--- src/rtl/operand_serializer.sv ---
// Parallel-to-serial operand feeder for a bit-serial adder: captures an N-bit
// operand pair on handshake and emits it LSB first with carry-clear/last/load strobes.
module operand_serializer #(
  parameter int N = 4
) (
  input  logic         clk,
  input  logic         rst,
  input  logic         in_valid,
  output logic         in_ready,
  input  logic [N-1:0] op_a,
  input  logic [N-1:0] op_b,
  input  logic         abort,
  output logic         A,
  output logic         B,
  output logic         clr,
  output logic         last,
  output logic         load,
  output logic         busy
);

  localparam int CW = $clog2(N) + 1;
  localparam logic [CW-1:0] LAST_CNT = CW'(N - 1);

  typedef enum logic [1:0] {IDLE, SHIFT, FLUSH} state_t;

  state_t        state_q, state_d;
  logic [N-1:0]  sa_q, sa_d;
  logic [N-1:0]  sb_q, sb_d;
  logic [CW-1:0] cnt_q, cnt_d;

  always_ff @(posedge clk or negedge rst) begin
    if (!rst) begin
      state_q <= IDLE;
      sa_q    <= '0;
      sb_q    <= '0;
      cnt_q   <= '0;
    end else begin
      state_q <= state_d;
      sa_q    <= sa_d;
      sb_q    <= sb_d;
      cnt_q   <= cnt_d;
    end
  end

  always_comb begin
    state_d  = state_q;
    sa_d     = sa_q;
    sb_d     = sb_q;
    cnt_d    = cnt_q;
    in_ready = 1'b0;
    A        = 1'b0;
    B        = 1'b0;
    clr      = 1'b0;
    last     = 1'b0;
    load     = 1'b0;

    case (state_q)
      IDLE: begin
        in_ready = 1'b1;
        if (in_valid) begin
          sa_d    = op_a;
          sb_d    = op_b;
          cnt_d   = '0;
          state_d = SHIFT;
        end
      end

      SHIFT: begin
        A    = sa_q[0];
        B    = sb_q[0];
        clr  = (cnt_q == '0);
        last = (cnt_q == LAST_CNT);
        if (abort) begin
          sa_d    = '0;
          sb_d    = '0;
          cnt_d   = '0;
          state_d = IDLE;
        end else begin
          // Counter reaches N on the final shift; CW bits hold N without wrapping.
          sa_d  = sa_q >> 1;
          sb_d  = sb_q >> 1;
          cnt_d = cnt_q + CW'(1);
          if (cnt_q == LAST_CNT) state_d = FLUSH;
        end
      end

      FLUSH: begin
        load    = 1'b1;
        sa_d    = '0;
        sb_d    = '0;
        cnt_d   = '0;
        state_d = IDLE;
      end

      default: begin
        sa_d    = '0;
        sb_d    = '0;
        cnt_d   = '0;
        state_d = IDLE;
      end
    endcase
  end

  assign busy = !in_ready;

endmodule

--- config.mk ---
export PLATFORM = sky130hd
export DESIGN_NAME = operand_serializer
export DESIGN_NICKNAME = d
export VERILOG_FILES = /design/src/rtl/operand_serializer.sv
export SDC_FILE = /design/constraint.sdc
export NUM_CORES = 1
export LEC_CHECK = 0
export ABC_AREA = 1
export CORE_UTILIZATION = 50
export DETAILED_ROUTE_END_ITERATION = 16
export DONT_BUFFER_PORTS = 1
export GPL_TIMING_DRIVEN = 0
export PLACE_DENSITY = 0.64
export SLEW_MARGIN = 20
export SYNTH_ARGS = -nofsm -noshare
export SYNTH_HDL_FRONTEND = slang
export SYNTH_SLANG_ARGS = --single-unit
--- constraint.sdc ---
create_clock -name clk -period 3.1 [get_ports clk]
set_input_delay 0.465 -clock clk [delete_from_list [all_inputs] [get_ports clk]]
set_output_delay 0.465 -clock clk [all_outputs]
set_load 0.02 [all_outputs]
# == Word level (Yosys, flattened, before mapping) ==
# Index checks and enable logic that the tools add are counted.
# Widths: inputs -> output; s select.
# classes
reduce_logical,4
n_eq_ne,5
muxes,19
add_sub_neg,1
# op_table
operator,n
$pmux 4 s2,2
$mux 3,4
$mux 4,2
$mux 1,6
$mux 2,3
$pmux 3 s2,1
$pmux 2 s2,1
$add 3x1->3 const B,1
$eq 3x2->1 const B,1
$logic_not 3->1,1
$ne 3x3->1 const B,1
$eq 2x1->1 const B,1
$eq 2x2->1 const B,1
$logic_not 2->1,1
$ne 2x2->1 const B,1
$reduce_and 2->1,1
$logic_not 1->1,1
# word_totals
out_inout_bits,7
input_bits,12
register_bits,13
wordCells,33

# == Depth between registers and ports, before layout ==
# Gate-level depths: netlist of the first run.
# depth
word_depth,4
mapped_depth,6
mapped_depth_nobuf,6

# == Worst setup path before layout of the first run ==
# OpenSTA, ideal clock, no wires.
# synth_timing
kind,register to output
start,reg cnt_q[0]
end,out last
slack_ns,1.681
path_stages_with_launch,5
t_arrival_ns,0.954
path_buffers,0
required_ns,2.635
cell_sequence,dfrtp_1 > ha_1 > ha_1 > inv_1 > nor2_1
# synth_via
elab_chain_cells,2
# synth_lines
item,line,rtl
"start, declared",29,"logic [CW-1:0] cnt_q, cnt_d;"
"start signal, assigned",41,cnt_q <= cnt_d;
$eq 3x2->1,72,last = (cnt_q == LAST_CNT);
$mux 1,57,case (state_q)
"end, declared",16,"output logic last,"
# No other way between the ends.

# == Worst setup path after layout of the first run ==
# Same ends and word-level chain as after synthesis.

==> results of run 1 <==
-- worst max-delay path, stage by stage (launching register included) --
cell	delay [ps]
dfrtp_1	360
ha_1	180
ha_1	190
inv_1	60
nor2_1	320
-- synth_stat cells --
library cell	n
inv_1	11
ha_1	3
dfrtp_1	13
o21ai_2	1
nand2_2	2
nor2_1	7
o22ai_1	1
nor2_4	2
o21ai_0	2
nand3_1	8
a21oi_1	3
nand2_4	1
nor2_2	1
nand2_1	29
inv_2	2
-- layer usage --
layer	vias up	share of wire	global-route usage
met5	-	0	0
met4	0	0.0083	0.0776
met3	2	0.058	0.0520
met2	24	0.46	0.321
met1	250	0.47	0.303
li1	274	-	-
-- cell usage in the layout, fill, tap and decap left out, drive strengths merged --
cell         Yosys  layout
nand3            8       8
o22ai            1       1
nor2            10      10
o21ai            3       3
dfrtp           13      13
clkinv           0       1
a21oi            3       3
inv             13      13
ha               3       3
nand2           32      32
dlygate4sd3      0       1
clkbuf           0       3
-- cells by family (layout without fill, tap and decap cells) --
| family | after synthesis | count (layout) |
|---|---|---|
| buf+inv | 13 | 18 |
| compound gates | 7 | 7 |
| simple gates | 50 | 50 |
| fa+ha+maj | 3 | 3 |
| flops | 13 | 13 |
-- through the flow --
stage	std cells	utilization	setup slack, ps	power, mW	hold slack [ps]
finish	105	0.619	1270	0.429	328
global route	105	0.619	1170	0.458	324
CTS	105	0.619	1250	0.436	323
detailed placement	100	0.588	1590	0.328	170
global placement	100	0.588	1620	0.324	170
floorplan	86	-	1680	0.306	169
-- registers in the layout, summed over array words and instances (netlist names) --
name	cells
sa_q	4
sb_q	4
state_q	2
cnt_q	3
-- worst paths after layout --
| kind | cells after the start | from | slack, ps | to |
|---|---|---|---|---|
| worst min-delay path | 2 | op_a[3] | 330 | sa_q[3] |
| max in group asynchronous | 1 | rst | 2060 | sb_q[1] |
| worst max register to register | 5 | state_q[0] | 1870 | sb_q[2] |
| min in group asynchronous | 1 | rst | 640 | sa_q[0] |
| worst min register to register | 2 | cnt_q[2] | 490 | cnt_q[2] |
| worst max-delay path | 4 | cnt_q[0] | 1270 | last |
-- power groups by stage --
stage | sequential (mW) | clock, mW | combinational, mW
floorplan | 0.213 | 0 | 0.0935
global placement | 0.215 | 0 | 0.109
detailed placement | 0.217 | 0 | 0.111
CTS | 0.213 | 0.106 | 0.116
global route | 0.217 | 0.111 | 0.131
finish | 0.214 | 0.101 | 0.114
-- area by class of cell --
class                      count  share of cell area
timing repair buffer           1              0.0136
clock buffer                   3              0.0307
tap                           14              0.0239
multi-input combinational     60               0.416
sequential                    13               0.443
inverter                      13              0.0664
clock inverter                 1             0.00681
==> summary.txt, run 1 <==
share of layout cells above drive strength 1 -> 0.143
via count -> 550
# DRC -> 0
Total GRT Usage -> 0.216
die footprint -> 1510 um^2
Least-Margin Pin Slew -> 612 ps
drt wl/cell -> 12.6 um
Rel. slew slack -> 0.591
Post-CTS Hold Buffers -> 1
Placed Instance Area -> 697 um^2
Adder-Cell Fraction of Synth Area -> 0.0552
setup_tns -> 0 ps
Ys Warns -> 0
Reg power frac -> 0.498
vias per std cell -> 5.24
core area -> 1190 um^2
I/O Buffers -> 0
CTS root buf -> clkbuf_4
Design Area, Final -> 734 um^2
RSZ-0062 raised after global routing -> no
critical path class -> flip-flop to output pin
Routed WL -> 1320 um
synthesized flop and latch total -> 13
Initial Utilization -> 0.573
register area -> 325 um^2
post-CTS setup buffers -> 0
H-tree depth -> 1
Peak VDD IR -> 0.300 mV
remaining antenna violation count -> 0
vias in the first global route -> 448
Area contributors post-synth -> dfrtp_1 (48%), nand2_1 (16%), inv_1 (6.1%)
Compound-Gate Fraction of Synth Area -> 0.0589
total grt overflow -> 0
Reg clk slew, reported paths -> 80 ps
global-route wire length before repair -> 2080 um
Chip Height -> 38.9 um
Pint -> 0.276 mW
mux contribution to synthesized area -> 0
sw power -> 0.153 mW
Clock power frac -> 0.236
Hold Vio Cnt, Final -> 0
Post-Synth XOR/XNOR Area -> 0
area of the multi-input gates -> 305 um^2
register area share after synthesis -> 0.479
Placer Congestion -> 0.686
fin nets -> 107
Critical Path End Type -> output pin
max-slew violations -> 0
Worst Path Max Fanout -> 2
clk_skew -> 1.43 ps
status -> complete, no violations
Crit path required time -> 2630 ps
Setup violations, final -> 0
Period Utilization, post-route -> 0.592
total of max-cap violations -> 0
largest family of logic cells by synthesized area -> simple AND/OR/NAND/NOR gates
# rows -> 12
Post-Syn Area -> 679 um^2
first-pass iteration count of the detailed router -> 4
Sw Share -> 0.357
Mapped Cells -> 86
Area Overhead vs Synth -> 8.10%
antenna cell count -> 0
simple logic cell fraction of the synthesized area -> 0.335
Die X -> 38.9 um
CTS Sinks -> 13
count of cell types in the netlist -> 15
Leak -> 0.383 nW
Num CTS Buffers -> 3
Critical Path AT -> 1370 ps
combinational share of power -> 0.266
count of cells resized by post-cts repair -> 0
top cell type's share of synthesized area -> 0.479
fillers -> 112
leading area contributor after synthesis -> dfrtp_1
Net Count, Synth -> 101
initial antenna violation count -> 0
Worst Setup Start Kind -> flip-flop
hpwl dp -> 968 um
Final Critical Period -> 1830 ps
pin count of the biggest net entering global routing -> 14
Hold Crit Class -> primary input to flip-flop
Avg Cell Area, Syn -> 7.90 um^2
1st-iter DRT viols -> 6
Longest Clk Path Bufs -> 2
Pwr Density -> 584 nW/um^2
clk_lat worst skew -> 270 ps
CTS tree -> yes
f_max -> 545 MHz
io pins -> 19
Power figures use the tool's default switching activity.
==> run 2, diff against run 1 <==
Settings changed: PLACE_DENSITY 0.64 to 0.67.
Clock period 3.1 ns to 1.5 ns, I/O delays scaled along.
==> run 2 against run 1 <==
  * Sequential cell count did not move
  * Via count rose by 0.73%
  * Power rose by 120%
  * Sequential power rose by 110%
  * Sequential share of layout area fell by 1.9 points
  * Worst setup slack got worse by 1200 ps
  * Routed wire length fell by 1.7%
  * Largest power group unchanged
==> summary.txt, run 2 (synthesis results as in run 1) <==
Num CTS Buffers -> 3 (unchanged)
1st-iter DRT viols -> 22 (was 6)
Placer Congestion -> 0.704 (was 0.686)
CTS root buf -> clkbuf_4 (unchanged)
Least-Margin Pin Slew -> 593 ps (was 612 ps)
drt wl/cell -> 12.4 um (was 12.6 um)
Chip Height -> 38.9 um (unchanged)
core area -> 1190 um^2 (unchanged)
share of layout cells above drive strength 1 -> 0.187 (was 0.143)
first-pass iteration count of the detailed router -> 4 (unchanged)
# DRC -> 0 (unchanged)
RSZ-0062 raised after global routing -> no (unchanged)
Worst Path Max Fanout -> 5 (was 2)
pin count of the biggest net entering global routing -> 14 (unchanged)
CTS Sinks -> 13 (unchanged)
Final Critical Period -> 1440 ps
vias in the first global route -> 541 (was 448)
biggest regs -> sa_q: 4 flops, sb_q: 4 flops, cnt_q: 3 flops (unchanged)
f_max -> 693 MHz
Setup violations, final -> 0 (unchanged)
Leak -> 0.383 nW (about the same)
Pwr Density -> 1220 nW/um^2 (was 584 nW/um^2)
Critical Path End Type -> output pin (unchanged)
Total GRT Usage -> 0.222 (was 0.216)
total grt overflow -> 0 (unchanged)
antenna cell count -> 0 (unchanged)
Rel. slew slack -> 0.603 (was 0.591)
die footprint -> 1510 um^2 (unchanged)
clk_skew -> 0.503 ps (was 1.43 ps)
most common cell after layout, fill and taps aside -> nand2_1 (unchanged)
io pins -> 19 (unchanged)
Area Overhead vs Synth -> 13.1% (was 8.10%)
Initial Utilization -> 0.573 (unchanged)
H-tree depth -> 1 (unchanged)
Hold Crit Class -> primary input to flip-flop (unchanged)
status -> complete, no violations (unchanged)
via count -> 554 (was 550)
vias per std cell -> 5.28 (was 5.24)
critical path class -> flip-flop to output pin (unchanged)
I/O Buffers -> 0 (unchanged)
Longest Clk Path Bufs -> 2 (unchanged)
Crit path required time -> 1270 ps (was 2630 ps)
Period Utilization, post-route -> 0.961
remaining antenna violation count -> 0 (unchanged)
Die X -> 38.9 um (unchanged)
CTS tree -> yes (unchanged)
Hold Vio Cnt, Final -> 0 (unchanged)
Reg clk slew, reported paths -> 80 ps (about the same)
global-route wire length before repair -> 2190 um (was 2080 um)
clk_lat worst skew -> 270 ps (about the same)
Critical Path AT -> 1220 ps (was 1370 ps)
hpwl dp -> 948 um (was 968 um)
hold slack -> 78.9 ps (was 328 ps)
fin util -> 0.648 (was 0.619)
initial antenna violation count -> 0 (unchanged)
# rows -> 12 (unchanged)
total of max-cap violations -> 0 (unchanged)
Routed WL -> 1300 um (was 1320 um)
fillers -> 117 (was 112)
fin nets -> 107 (unchanged)
most frequent cells in the layout -> nand2_1 (29), dfrtp_1 (13), inv_1 (10) (was nand2_1 (29), dfrtp_1 (13), inv_1 (11))
Worst Setup Start Kind -> flip-flop (unchanged)
Peak VDD IR -> 0.690 mV (was 0.300 mV)
max-slew violations -> 0 (unchanged)
run 2: cell types whose count changed in the layout (fill, tap and decap cells not counted), sizes merged:
cell    delta
clkbuf     +1
clkinv     -1
run 2: layer usage:
metal / track usage / routed length, um / vias to the layer above
met4: 0.103 / 23 / 0
met3: 0.0578 / 88 / 4
li1: - / - / 276
met1: 0.285 / 617 / 250
met2: 0.346 / 570 / 24
met5: 0 / 0 / -
run 2: layout make-up:
type / instances / area, um^2 / share of cell area
Clock buffer: 4 / 26.3 / 0.0342
Inverter: 13 / 48.8 / 0.0635
Multi-Input combinational cell: 60 / 340 / 0.443
Sequential cell: 13 / 325 / 0.423
Tap cell: 14 / 17.5 / 0.0228
Timing Repair Buffer: 1 / 10.0 / 0.0130
run 2: what timing repair did:
| item | 4_1_cts | 5_1_grt |
|---|---|---|
| hold buffers | 1 | 0 |
| buffers inserted | 0 | 0 |
| gates resized for setup | 1 | 9 |
| hold endpoints to repair | 13 | 0 |
| endpoints found under the setup margin | 4 | 4 |
run 2: metrics by stage:
step / setup WS, ps / instances / instance area (um^2) / TNS (ps) / total power [mW]
floorplan: 321 / 86 / 679 / 0 / 0.633
global placement: 250 / 100 / 697 / 0 / 0.670
detailed placement: 240 / 100 / 697 / 0 / 0.677
CTS: -58.9 / 105 / 736 / -166 / 0.909
global route: 6.39 / 105 / 768 / 0 / 1.00
finish: 58.0 / 105 / 768 / 0 / 0.934
run 2: power breakdown:
| part | switching (mW) | internal [mW] |
|---|---|---|
| Sequential | 0.0367 | 0.404 |
| Clock | 0.116 | 0.103 |
| Combinational | 0.194 | 0.0802 |
| Total | 0.347 | 0.588 |
run 2: path summary, 6_finish.rpt:
kind / startpoint / cells past startpoint / to / slack (ps)
max: state_q[1] / 3 / clr / 60
min: op_a[3] / 2 / sa_q[3] / 80
max reg2reg: state_q[0] / 5 / sb_q[2] / 270
min reg2reg: sa_q[1] / 2 / sa_q[1] / 490
max in group asynchronous: rst / 1 / sa_q[2] / 730
min in group asynchronous: rst / 1 / cnt_q[2] / 390
run 2: critical path: stages (launching register included):
cell	delay [ps]
dfrtp_1	440
inv_1	160
nand2_4	140
nor2_4	200
